$ cat config.mk
export PLATFORM = sky130hd
export DESIGN_NAME = mem_port_arbiter
export DESIGN_NICKNAME = d
export VERILOG_FILES = /design/src/rtl/mem_arb_pkg.sv /design/src/rtl/mem_arb_wait_counter.sv /design/src/rtl/mem_port_arbiter.sv
export SDC_FILE = /design/constraint.sdc
export NUM_CORES = 1
export LEC_CHECK = 0
export CAP_MARGIN = 30
export CORE_MARGIN = 4
export CORE_UTILIZATION = 35
export CTS_CLUSTER_DIAMETER = 100
export CTS_CLUSTER_SIZE = 30
export DETAILED_ROUTE_END_ITERATION = 10
export PLACE_DENSITY = 0.7
export SYNTH_ARGS = -nofsm -noshare
export SYNTH_HDL_FRONTEND = slang
export SYNTH_SLANG_ARGS = --single-unit
export TNS_END_PERCENT = 30
$ cat constraint.sdc
create_clock -name CLK -period 3.58 [get_ports CLK]
set_input_delay 0.895 -clock CLK [delete_from_list [all_inputs] [get_ports CLK]]
set_output_delay 0.895 -clock CLK [all_outputs]
set_load 0.02 [all_outputs]
$ cat src/rtl/mem_arb_pkg.sv
// mem_arb_pkg: state and owner encodings shared by the memory port arbiter and its wait counter.
package mem_arb_pkg;
   typedef enum logic [1:0] {S_IDLE = 2'd0, S_GRANT = 2'd1, S_WAIT = 2'd2, S_DONE = 2'd3} state_t;
   typedef enum logic [1:0] {OWN_NONE = 2'd0, OWN_CPU = 2'd1, OWN_DMA = 2'd2} owner_t;
   localparam int CNT_W = 4;
endpackage

$ cat src/rtl/mem_arb_wait_counter.sv
// mem_arb_wait_counter: loadable down-counter timing the memory read latency; o_last flags count==1.
module mem_arb_wait_counter
   import mem_arb_pkg::*;
(
   input  logic             CLK,
   input  logic             Reset,
   input  logic             i_load,
   input  logic [CNT_W-1:0] i_load_val,
   output logic             o_last
);
   logic [CNT_W-1:0] r_count;
   always_ff @(posedge CLK or posedge Reset)
      if (Reset) r_count <= '0;
      else if (i_load) r_count <= i_load_val;
      else if (r_count != '0) r_count <= r_count - 1'b1;
   assign o_last = (r_count == CNT_W'(1));
endmodule

$ cat src/rtl/mem_port_arbiter.sv
// mem_port_arbiter: shares one fixed-latency memory between CPU and DMA ports, CPU priority by default.
// Define MEM_ARB_FAIRNESS_EN to force a DMA grant after STARVE_LIM starved CPU grants.
module mem_port_arbiter
   import mem_arb_pkg::*;
#(
   parameter int AW         = 16,
   parameter int DW         = 16,
   parameter int MEM_LAT    = 1,
   parameter int STARVE_LIM = 4
)(
   input  logic          CLK,
   input  logic          Reset,
   input  logic          i_cpu_req,
   input  logic          i_cpu_we,
   input  logic [AW-1:0] i_cpu_addr,
   input  logic [DW-1:0] i_cpu_wdata,
   output logic [DW-1:0] o_cpu_rdata,
   output logic          o_cpu_ack,
   output logic          o_cpu_stall,
   input  logic          i_dma_req,
   input  logic          i_dma_we,
   input  logic [AW-1:0] i_dma_addr,
   input  logic [DW-1:0] i_dma_wdata,
   output logic [DW-1:0] o_dma_rdata,
   output logic          o_dma_ack,
   output logic          o_mem_en,
   output logic          o_mem_we,
   output logic [AW-1:0] o_mem_addr,
   output logic [DW-1:0] o_mem_wdata,
   input  logic [DW-1:0] i_mem_rdata,
   output logic [1:0]    o_owner
);
   if (MEM_LAT < 1 || MEM_LAT > 15 || STARVE_LIM < 1) begin : g_bad_param
      $error("mem_port_arbiter: MEM_LAT must be 1..15 and STARVE_LIM >= 1");
   end
   state_t        r_state, w_next;
   owner_t        r_owner;
   logic          r_we;
   logic [AW-1:0] r_addr;
   logic [DW-1:0] r_wdata, r_cpu_rdata, r_dma_rdata;
   logic          w_any, w_dma_win, w_last, w_grab;
   assign w_any  = i_cpu_req | i_dma_req;
   assign w_grab = (r_state == S_IDLE) & w_any;
`ifdef MEM_ARB_FAIRNESS_EN
   localparam int SW = $clog2(STARVE_LIM + 1);
   logic [SW-1:0] r_starve;
   assign w_dma_win = i_dma_req & (~i_cpu_req | (r_starve == SW'(STARVE_LIM)));
   // Only CPU grants made over a waiting DMA request count towards starvation.
   always_ff @(posedge CLK or posedge Reset)
      if (Reset) r_starve <= '0;
      else if (r_state == S_IDLE) r_starve <= (~i_dma_req | w_dma_win) ? '0 : r_starve + 1'b1;
`else
   assign w_dma_win = i_dma_req & ~i_cpu_req;
`endif
   mem_arb_wait_counter u_wait (
      .CLK        (CLK),
      .Reset      (Reset),
      .i_load     (r_state == S_GRANT),
      .i_load_val (CNT_W'(MEM_LAT)),
      .o_last     (w_last)
   );
   always_comb begin
      w_next = r_state;
      case (r_state)
         S_IDLE:  if (w_any) w_next = S_GRANT;
         S_GRANT: w_next = S_WAIT;
         S_WAIT:  if (w_last) w_next = S_DONE;
         default: w_next = S_IDLE;
      endcase
   end
   always_ff @(posedge CLK or posedge Reset)
      if (Reset) begin
         r_state     <= S_IDLE;
         r_owner     <= OWN_NONE;
         r_we        <= 1'b0;
         r_addr      <= '0;
         r_wdata     <= '0;
         r_cpu_rdata <= '0;
         r_dma_rdata <= '0;
      end else begin
         r_state <= w_next;
         if (w_grab) begin
            r_owner <= w_dma_win ? OWN_DMA : OWN_CPU;
            r_we    <= w_dma_win ? i_dma_we : i_cpu_we;
            r_addr  <= w_dma_win ? i_dma_addr : i_cpu_addr;
            r_wdata <= w_dma_win ? i_dma_wdata : i_cpu_wdata;
         end
         if (r_state == S_WAIT && w_last && r_owner == OWN_CPU) r_cpu_rdata <= i_mem_rdata;
         if (r_state == S_WAIT && w_last && r_owner == OWN_DMA) r_dma_rdata <= i_mem_rdata;
         if (r_state == S_DONE) r_owner <= OWN_NONE;
      end
   assign o_mem_en    = (r_state == S_GRANT);
   assign o_mem_we    = o_mem_en & r_we;
   assign o_mem_addr  = r_addr;
   assign o_mem_wdata = r_wdata;
   assign o_cpu_ack   = (r_state == S_DONE) & (r_owner == OWN_CPU);
   assign o_dma_ack   = (r_state == S_DONE) & (r_owner == OWN_DMA);
   assign o_cpu_stall = i_cpu_req & ~o_cpu_ack;
   assign o_cpu_rdata = r_cpu_rdata;
   assign o_dma_rdata = r_dma_rdata;
   assign o_owner     = r_owner;
endmodule

=== Yosys cells after proc, flatten, opt, wreduce, memory -nomap -nowiden ===
Index checks and enable logic that the tools add are counted.

* Register bits: 73
* Input bits: 86
* Output and inout bits: 71
* Logic and storage cells: 45

* Add/sub/neg operators: 1
* Equality and inequality tests: 8
* Muxes and demuxes: 11
* Bitwise gates (word level): 9
* Reductions and logical operators: 8

{| class="wikitable"
|+ Operators with widths
! operator !! number
|-
| 16-bit 2-to-1 mux || 2
|-
| 2-bit 2-to-1 mux || 5
|-
| 4-bit 2-to-1 mux || 2
|-
| 1-bit bitwise AND || 6
|-
| 2-bit == test (second input constant) || 3
|-
| 2-bit case mux with 3 select lines || 1
|-
| 2-bit by 1-bit == test with 1-bit output (second input constant) || 2
|-
| 4-bit by 1-bit == test with 1-bit output (second input constant) || 1
|-
| 2-bit != test (second input constant) || 2
|-
| 2-bit nonzero test || 2
|-
| 4-bit nonzero test || 1
|-
| 4-bit by 1-bit subtractor with 4-bit output (second input constant) || 1
|-
| 1-bit logical AND || 3
|-
| 2-bit logical NOT || 1
|-
| 1-bit inverter || 2
|-
| 2-bit AND reduction || 1
|-
| 1-bit 2-to-1 mux || 1
|-
| 1-bit bitwise OR || 1
|}

=== Depth between registers and ports, before layout ===
Gate-level depths: netlist of run 1.

* Depth in word-level cells: 5
* Gate-level depth with buffers: 7
* Depth with buffers taken out: 5

=== Cells and area by module ===
Synthesis of run 1 repeated with hierarchy kept, for this count alone.

* Cells, all modules: 269
* Area, all modules: 3390.8 µm²

{| class="wikitable"
|+ By module, submodules not included
! module !! instances !! cells each !! area each (µm²) !! sequential area each (µm²)
|-
| mem_port_arbiter || 1 || 243 || 3124.2 || 1726.7
|-
| mem_arb_wait_counter || 1 || 26 || 266.5 || 100.1
|}

=== Worst setup path before layout of run 1 ===
No wires, ideal clock.

* Path kind: register -> output
* Start point: reg r_owner[0] (netlist: o_owner[0])
* End point: out o_cpu_stall
* Data arrival time: 1.249 ns
* Data required time: 2.685 ns
* Setup slack: 1.436 ns
* Stages on the path, launching flop included: 4
* Buffers on the path: 0
* Path through: dfrtp_1 nor2b_1 and2_1 nor2b_1

* Longest elaborated chain between the ends: 4

{| class="wikitable"
|+ Ends and longest elaborated chain
! element !! line !! source
|-
| from (decl) || mem_port_arbiter.sv:37 || <nowiki>owner_t r_owner;</nowiki>
|-
| from (signal assigned) || mem_port_arbiter.sv:83 || <nowiki>r_owner <= w_dma_win ? OWN_DMA : OWN_CPU;</nowiki>
|-
| 2-bit by 1-bit == test with 1-bit output || mem_port_arbiter.sv:96 || <nowiki>assign o_cpu_ack = (r_state == S_DONE) & (r_owner == OWN_CPU);</nowiki>
|-
| 1-bit bitwise AND || mem_port_arbiter.sv:96 ||
|-
| net o_cpu_ack || mem_port_arbiter.sv:18 || <nowiki>output logic o_cpu_ack,</nowiki>
|-
| 1-bit inverter || mem_port_arbiter.sv:98 || <nowiki>assign o_cpu_stall = i_cpu_req & ~o_cpu_ack;</nowiki>
|-
| 1-bit bitwise AND || mem_port_arbiter.sv:98 ||
|-
| to (decl) || mem_port_arbiter.sv:19 || <nowiki>output logic o_cpu_stall,</nowiki>
|}

The timed path passes the listed nets, and every way through them passes these cells.

=== Worst setup path in the final report of run 1 ===
* Start point: in i_cpu_req
* End point: out o_cpu_stall

* Longest elaborated chain between the ends: 1

{| class="wikitable"
|+ Ends and longest elaborated chain
! element !! line !! source
|-
| from (decl) || mem_port_arbiter.sv:13 || <nowiki>input logic i_cpu_req,</nowiki>
|-
| 1-bit bitwise AND || mem_port_arbiter.sv:98 ||
|}

Every way passes these cells.

==> metrics.cfg, run 1 <==
[timing]
hold_viol=0
slew_viol_final=0
finalClockSkew_ns=0.01068
rsz0062_at_grt=no
clock.fmax_mhz=334.3
fin_ws_ns=0.5890
post-route-period-util=0.8355
finalSetupViolations=0
worstMarginPinSlew_ns=0.5463
fin_tns_setup_ns=0
fin_crit_ns=2.991
max_slew_margin=0.6358
hold_slack_ns=0.4764

[logic_synthesis]
netlist_top_cells_area=dfrtp_1, mux2i_1, mux2_2
synthCells=263
yosys.area.top_type=dfrtp_1
ys_seq_area_frac=0.5568
netlist_area_mm2=0.003281
synth_top_area_frac=0.5568
ys_ff_latch=73
synthesis.nets=356
yosysWarnings=0
yosys.cell_types.count=28
syn_area_per_cell_um2=12.47

[setup_path]
rr_endpoint=o_dma_rdata[7]
reg2reg_depth=5
cp_max_fo=2
crit_end=o_cpu_stall
critPathRequiredTime_ns=2.68
worstSetupPathType=in2out
worstPathArrival_ns=2.10
rr_startpoint=u_wait.r_count[1]
endpoint_kind=primary output
critPathLaunch=i_cpu_req
critPathLaunchType=input pin
rrSetupSlack_ns=1.70

[placement]
pre_cts_slack_ns=0.5966
gp_congestion=0.7382
place_area_mm2=0.004980
hpwl_um=6293
portBuffers=156

[finish]
fill_cells=793
multiInputGateArea_mm2=0.001369
fin_area_mm2=0.005184
seq_area_mm2=0.001827
synthToLayoutAreaGrowth_pct=58.01
drive_gt1_frac=0.1449
final_nets=516
antenna_cells=0

[clock_network]
cts_buffers=9
clock_latency_ns=0.34
clk_pin_slew_ns=0.07
cts-root-buf=clkbuf_8
cts_tree=yes
cts_num_sinks=73
htree_levels=3
hold_buffers=0
clk_path_buf_depth=2
post_cts_resize_count=0
postCtsSetupBuffers=0

[pwr]
leakagePower_uw=0.002384
p_per_area_mw_per_mm2=838.3
vdd_ir_drop_max_v=0.0002821

[detailed_routing]
via_count=2477
drc=0
routed_wl_um=8140
wl_per_cell_um=15.10
ant_nets=0
viasPerCell=4.596
drt-initial-drc-count=47
first_pass_iters=4

[global_route]
grt_pass1_vias=2557
grt_max_degree=37
gr-total-overflow=0
grt_pass1_wl_um=13080
track_usage=0.1497
antenna_found_initial=0

[floorplanning]
die_w_um=104.8
ioPinCount=157
rows=35
core_mm2=0.009196
start_util=0.3567
die_y_um=104.8
die-area_mm2=0.01099

[hold_path]
hold_path_class=reg2reg

[run]
cap_violations=0

[status]
status=finished, final reports clean

==> layout make-up <==
class	instances	share of cell area
sequential	73	0.3524
clock buffer	11	0.02728
multi-input combinational	170	0.2641
tap	111	0.02679
timing repair buffer	162	0.3123
clock inverter	5	0.01207
inverter	7	0.005069
==> layer usage <==
metal	part of all wire	vias to the layer above	track usage
li1	-	1229	-
met1	0.45	1126	0.1876
met2	0.45	113	0.2383
met3	0.092	9	0.05991
met4	0.015	0	0.04405
met5	0	-	0
==> state kept, by name, summed over array words and instances, names as in the netlist <==
| name | cells |
|---|---|
| r_state | 2 |
| o_mem_addr | 16 |
| u_wait.r_count | 4 |
| o_cpu_rdata | 16 |
| r_we | 1 |
| o_dma_rdata | 16 |
| o_mem_wdata | 16 |
| o_owner | 2 |
==> cell families (layout without fill, tap and decap cells) <==
kind of cell,after synthesis,in the layout,share of synthesized area
flip-flops,73,73,0.5568
multiplexers,68,68,0.2319
AND/OR/NAND/NOR,53,53,0.08352
AO/OA/AOI/OAI,41,41,0.06827
buffers and inverters,20,185,0.03013
adder cells (fa/ha/maj),7,7,0.02670
XOR/XNOR,1,1,0.002670
==> where the power goes <==
part	switching (uW)	internal, uW	total (uW)
Clock	315	346	661
Combinational	1080	1130	2210
Sequential	236	1240	1470
==> stage by stage <==
step	cells	utilization	total power, uW
after detailed placement	523	0.5415	3728
after CTS	539	0.5637	4408
after floorplan	263	-	2659
after global routing	539	0.5637	4631
final	539	0.5637	4345
after global placement	523	0.5415	3678
==> critical path, cell delays in order <==
cell and delay [ns]:
clkdlybuf4s50_1 0.48, nor2b_1 0.12, clkdlybuf4s50_1 0.60
==> cells in the mapped netlist (all sizes together) <==
cell type  instances
a22oi              1
ha                 7
and3b              1
a211oi             2
nand2b             2
clkbuf             4
nand3              1
nor2b              2
nor3b              1
buf                9
mux2i             34
a21oi              1
xnor2              1
nor3               1
nand4b             1
or3b               1
mux2              34
nor2               6
nand2             35
dfrtp             73
a21boi             1
o32ai              1
and2               2
o21ai             34
o32a               1
inv                7
==> worst min-delay path by stage <==
| stage | from | end | slack (ns) | cells after the start |
|---|---|---|---|---|
| after global placement | r_we | r_we | 0.46 | 2 |
| after floorplan | r_we | r_we | 0.44 | 2 |
| final | r_we | r_we | 0.48 | 2 |
| after CTS | r_we | r_we | 0.49 | 2 |
| after global routing | r_we | r_we | 0.50 | 2 |
| after detailed placement | r_we | r_we | 0.47 | 2 |
==> placed cells by master (no fill, tap or decap), types with 2 or more instances in the layout <==
cell type	n
clkdlybuf4s50_1	156
dfrtp_1	73
nand2_1	35
mux2i_1	34
o21ai_0	33
mux2_2	24
mux2_4	10
clkbuf_8	10
ha_1	7
nor2_1	6
inv_1	6
buf_4	5
a211oi_1	2
nor2b_1	2
and2_1	2
clkinvlp_4	2
inv_6	2
Power figures use the tool's default switching activity.
==> inputs of run 2 (changes only) <==
==> constraint.sdc (replaced) <==
create_clock -name CLK -period 3 [get_ports CLK]
set_input_delay 0.75 -clock CLK [delete_from_list [all_inputs] [get_ports CLK]]
set_output_delay 0.75 -clock CLK [all_outputs]
set_load 0.02 [all_outputs]
==> run 2 against run 1 <==
  * Clock skew grew 0.0028 ns
  * Register-to-register slack got worse by 0.60 ns
  * Hold slack better by 0.0070 ns
  * Power rose by 19%
  * Sequential share of layout area hardly changed
  * Clock power rose by 15%
  * Critical endpoint unchanged
  * Largest cell class unchanged
  * Highest routed layer unchanged
==> metrics.cfg, run 2 (synthesis results as in run 1) <==
[timing]
max_slew_margin=0.5576  ; was 0.6358
fin_tns_setup_ns=0  ; unchanged
finalSetupViolations=0  ; unchanged
fin_crit_ns=2.708
worstMarginPinSlew_ns=0.6627  ; was 0.5463 ns
finalClockSkew_ns=0.01350  ; was 0.01068 ns
clock.fmax_mhz=369.2
hold_slack_ns=0.4834  ; was 0.4764 ns
post-route-period-util=0.9028
rsz0062_at_grt=no  ; unchanged
slew_viol_final=0  ; unchanged
hold_viol=0  ; unchanged

[placement]
gp_congestion=0.7338  ; was 0.7382
hpwl_um=6213  ; was 6293 um
portBuffers=156  ; unchanged

[setup_path]
rr_startpoint=u_wait.r_count[1]  ; unchanged
critPathLaunchType=input pin  ; unchanged
endpoint_kind=primary output  ; unchanged
cp_max_fo=2  ; unchanged
rr_endpoint=o_dma_rdata[3]  ; was o_dma_rdata[7]
crit_chain=clkdlybuf4s50_1 -> nor2b_1 -> clkdlybuf4s50_1  ; unchanged
slowest_delay_ns=0.60  ; about the same
reg2reg_depth=5  ; unchanged
rrSetupSlack_ns=1.10  ; was 1.70 ns
critPathRequiredTime_ns=2.25  ; was 2.68 ns
slowest_stage=clkdlybuf4s50_1  ; unchanged
critPathMostFrequentCell=clkdlybuf4s50_1  ; unchanged
worstSetupPathType=in2out  ; unchanged
worstPathArrival_ns=1.96  ; was 2.10 ns

[global_route]
grt_pass1_wl_um=13220  ; was 13080 um
antenna_found_initial=0  ; unchanged
grt_max_degree=37  ; unchanged
gr-total-overflow=0  ; unchanged
grt_pass1_vias=2620  ; was 2557
track_usage=0.1503  ; was 0.1497

[pwr]
p_per_area_mw_per_mm2=995.2  ; was 838.3 mW/mm2
leakagePower_uw=0.002384  ; about the same
vdd_ir_drop_max_v=0.0003494  ; was 0.0002821 V

[hold_path]
hold_path_class=reg2reg  ; unchanged
hold_depth=2  ; unchanged
worst_hold_startpoint=o_mem_addr[4]  ; was r_we
whs_endpoint=o_mem_addr[4]  ; was r_we

[clock_network]
postCtsSetupBuffers=0  ; unchanged
cts_num_sinks=73  ; unchanged
clock_latency_ns=0.35  ; was 0.34 ns
clk_path_buf_depth=2  ; unchanged
post_cts_resize_count=0  ; unchanged
cts_tree=yes  ; unchanged
hold_buffers=0  ; unchanged
htree_levels=3  ; unchanged
cts_buffers=9  ; unchanged
cts-root-buf=clkbuf_8  ; unchanged
clk_pin_slew_ns=0.08  ; was 0.07 ns

[floorplanning]
die_w_um=104.8  ; unchanged
ioPinCount=157  ; unchanged
die_y_um=104.8  ; unchanged
start_util=0.3567  ; unchanged
die-area_mm2=0.01099  ; unchanged
core_mm2=0.009196  ; unchanged
rows=35  ; unchanged

[finish]
final_nets=517  ; was 516
antenna_cells=0  ; unchanged
final_common_cell=clkdlybuf4s50_1  ; unchanged
synthToLayoutAreaGrowth_pct=57.97  ; was 58.01%
drive_gt1_frac=0.1469  ; was 0.1449
layout_common_cells=clkdlybuf4s50_1, dfrtp_1, nand2_1  ; unchanged

[detailed_routing]
wl_per_cell_um=14.80  ; was 15.10 um
routed_wl_um=7990  ; was 8140 um
viasPerCell=4.681  ; was 4.596
first_pass_iters=4  ; unchanged
drc=0  ; unchanged
drt-initial-drc-count=39  ; was 47
ant_nets=0  ; unchanged
via_count=2528  ; was 2477

[status]
status=finished, final reports clean  ; unchanged

[run]
cap_violations=0  ; unchanged

-- run 2: cell types whose count changed in the layout (fill, tap and decap cells not counted) --
cell      change
clkinv_2      +1
inv_6         -1
clkbuf_8      -1
buf_4         +1
clkinv_4      +1
-- run 2: routing by layer --
layer	vias to the layer above	routed length (um)	track usage	share of wire
met1	1165	3535	0.1947	0.44
met3	9	699	0.05250	0.087
met4	0	94	0.04499	0.012
met5	-	0	0	0
met2	116	3662	0.2374	0.46
li1	1238	-	-	-
-- run 2: area by class of cell --
type	count	area (um2)
timing repair buffer	163	1627
sequential	73	1827
fill	798	4014
clock inverter	6	67.56
tap	111	138.9
clock buffer	10	127.6
multi-input combinational	170	1369
inverter	7	26.28
-- run 2: how the worst max path moves through the flow --
| stage | slack, ns | start | end |
|---|---|---|---|
| 2_1_floorplan | 0.40 | Reset | o_cpu_rdata[0] |
| 5_1_grt | 0.19 | r_state[0] | o_cpu_stall |
| 3_3_place_gp | 0.29 | i_cpu_req | o_cpu_stall |
| 6_report | 0.29 | i_cpu_req | o_cpu_stall |
| 4_1_cts | 0.29 | r_state[0] | o_cpu_stall |
| 3_5_place_dp | 0.30 | i_cpu_req | o_cpu_stall |
-- run 2: through the flow --
step / total power [uW] / setup WS (ns) / cells / cell area (um2) / util
floorplan: 3173 / 0.3967 / 263 / 3281 / -
global route: 5501 / 0.1885 / 540 / 5182 / 0.5635
finish: 5158 / 0.2916 / 540 / 5182 / 0.5635
detailed placement: 4454 / 0.2958 / 524 / 4987 / 0.5423
CTS: 5238 / 0.2869 / 540 / 5182 / 0.5635
global placement: 4386 / 0.2903 / 524 / 4987 / 0.5423
-- run 2: critical path, delay by kind of cell --
kind	cells	cell delay [ns]
buffers and inverters	2	1.08
and+or+nand+nor	1	0.13
-- run 2: power by group --
part	switching (uW)	internal [uW]	leakage (uW)
Sequential	280	1480	0.000879
Combinational	1290	1360	0.00141
Clock	374	387	0.0000929
==> inputs of run 3 (changes only) <==
--- a/config.mk
+++ b/config.mk
@@ -6,6 +6,7 @@
 export NUM_CORES = 1
 export LEC_CHECK = 0
 export CAP_MARGIN = 30
+export CORE_ASPECT_RATIO = 2
 export CORE_MARGIN = 4
 export CORE_UTILIZATION = 35
 export CTS_CLUSTER_DIAMETER = 100
==> run 3 against run 2 <==
  * Global-route usage is essentially flat
  * Sequential share of layout area decreased by 0.69 points
  * Critical path depth stayed put
  * Non-clock buffer count is the same
  * Combinational power hardly changed
  * Power is 5.6% higher
  * Sequential power is essentially flat
  * Fmax shrank 0.34%
  * Highest routed layer unchanged
==> metrics.cfg, run 3 (synthesis results as in run 1) <==
[finish]
final_common_cell=clkdlybuf4s50_1  ; unchanged
layout_common_cells=clkdlybuf4s50_1, dfrtp_1, nand2_1  ; unchanged
final_nets=517  ; unchanged
synthToLayoutAreaGrowth_pct=61.14  ; was 57.97%
final_cells=531  ; was 540
antenna_cells=0  ; unchanged
drive_gt1_frac=0.1469  ; unchanged

[clock_network]
clk_pin_slew_ns=0.05  ; was 0.08 ns
cts_num_sinks=73  ; unchanged
cts_tree=yes  ; unchanged
htree_levels=3  ; unchanged
hold_buffers=0  ; unchanged
cts_buffers=9  ; unchanged
cts-root-buf=clkbuf_16  ; was clkbuf_8
postCtsSetupBuffers=0  ; unchanged
post_cts_resize_count=0  ; unchanged
clk_path_buf_depth=2  ; unchanged
clock_latency_ns=0.33  ; was 0.35 ns

[timing]
fin_crit_ns=2.718  ; was 2.708 ns
max_slew_margin=0.7116  ; was 0.5576
fin_tns_setup_ns=0  ; unchanged
post-route-period-util=0.9059  ; was 0.9028
finalClockSkew_ns=0.004817  ; was 0.01350 ns
clock.fmax_mhz=367.9  ; was 369.2 MHz
hold_viol=0  ; unchanged
slew_viol_final=0  ; unchanged
finalSetupViolations=0  ; unchanged
worstMarginPinSlew_ns=0.4319  ; was 0.6627 ns
rsz0062_at_grt=no  ; unchanged

[setup_path]
endpoint_kind=primary output  ; unchanged
rr_startpoint=u_wait.r_count[1]  ; unchanged
rrSetupSlack_ns=1.08  ; was 1.10 ns
cp_max_fo=2  ; unchanged
rr_endpoint=o_dma_rdata[9]  ; was o_dma_rdata[3]
critPathLaunchType=input pin  ; unchanged
worstSetupPathType=in2out  ; unchanged
reg2reg_depth=5  ; unchanged
worstPathArrival_ns=1.97  ; was 1.96 ns
critPathRequiredTime_ns=2.25  ; about the same

[global_route]
antenna_found_initial=0  ; unchanged
grt_pass1_wl_um=13170  ; was 13220 um
grt_max_degree=40  ; was 37
track_usage=0.1501  ; was 0.1503
gr-total-overflow=0  ; unchanged
grt_pass1_vias=2648  ; was 2620

[pwr]
leakagePower_uw=0.002439  ; was 0.002384 uW
p_per_area_mw_per_mm2=1031  ; was 995.2 mW/mm2
vdd_ir_drop_max_v=0.0004192  ; was 0.0003494 V

[placement]
hpwl_um=6434  ; was 6213 um
placedCellCount=515  ; was 524
portBuffers=156  ; unchanged
gp_congestion=0.7075  ; was 0.7338

[detailed_routing]
drt-initial-drc-count=41  ; was 39
drc=0  ; unchanged
routedLengthMet1_um=2804  ; was 3535 um
wl_per_cell_um=15.28  ; was 14.80 um
viasPerCell=4.757  ; was 4.681
via_count=2526  ; was 2528
first_pass_iters=3  ; was 4
ant_nets=0  ; unchanged
top_layer_used=met4  ; unchanged
met3_wirelength_um=489  ; was 699 um
met2_length_um=4650  ; was 3662 um
routed_wl_um=8114  ; was 7990 um

[floorplanning]
die-area_mm2=0.01108  ; was 0.01099 mm2
rows=49  ; was 35
die_w_um=76.46  ; was 104.8 um
die_y_um=144.9  ; was 104.8 um
core_mm2=0.009074  ; was 0.009196 mm2
start_util=0.3616  ; was 0.3567
ioPinCount=157  ; unchanged

[hold_path]
hold_depth=2  ; unchanged
worst_hold_startpoint=o_mem_addr[1]  ; was o_mem_addr[4]
hold_path_class=reg2reg  ; unchanged
whs_endpoint=o_mem_addr[1]  ; was o_mem_addr[4]

[run]
cap_violations=0  ; unchanged

[status]
status=finished, final reports clean  ; unchanged

run 3: cell count changes in the layout (fill, tap and decap cells not counted), sizes merged:
cell,delta
clkbuf,+1
inv,-1
run 3: layout make-up:
cell class	instances	area, um2
Tap cell	102	127.6
Timing Repair Buffer	163	1639
Sequential cell	73	1827
Multi-Input combinational cell	170	1369
Fill cell	772	3787
Clock buffer	11	242.7
Inverter	7	26.28
Clock inverter	5	55.05
run 3: stage by stage:
stage	hold WS [ns]	setup WS (ns)	utilization	instance area [um2]	total power, uW
2_1_floorplan	0.4424	0.3967	-	3281	3173
3_3_place_gp	0.4610	0.2822	0.5498	4989	4398
3_5_place_dp	0.4683	0.2756	0.5498	4989	4457
4_1_cts	0.4814	0.2719	0.5826	5286	5546
5_1_grt	0.5042	0.2191	0.5826	5286	5782
6_report	0.4744	0.2822	0.5826	5286	5448
run 3: power breakdown:
group / switching, uW / total [uW] / internal (uW)
clock network: 388 / 1050 / 663
logic: 1280 / 2640 / 1360
registers: 282 / 1760 / 1480
total: 1950 / 5450 / 3500
run 3: per-layer routing:
layer / GRT usage / up-vias
met1: 0.1460 / 1188
li1: - / 1231
met4: 0.06261 / 0
met3: 0.04529 / 12
met2: 0.2862 / 95
met5: 0 / -
run 3: worst max-delay path by stage:
stage                     from             end  slack (ns)  cells after the start
global placement     i_cpu_req     o_cpu_stall        0.28                      3
global route        r_state[1]        o_mem_we        0.22                      4
floorplan                Reset  o_cpu_rdata[0]        0.40                      1
finish               i_cpu_req     o_cpu_stall        0.28                      3
CTS                  i_cpu_req     o_cpu_stall        0.27                      3
detailed placement   i_cpu_req     o_cpu_stall        0.28                      3
run 3: worst max-delay path: stages:
cell and delay [ns]:
clkdlybuf4s50_1 0.48, nor2b_1 0.13, clkdlybuf4s50_1 0.61
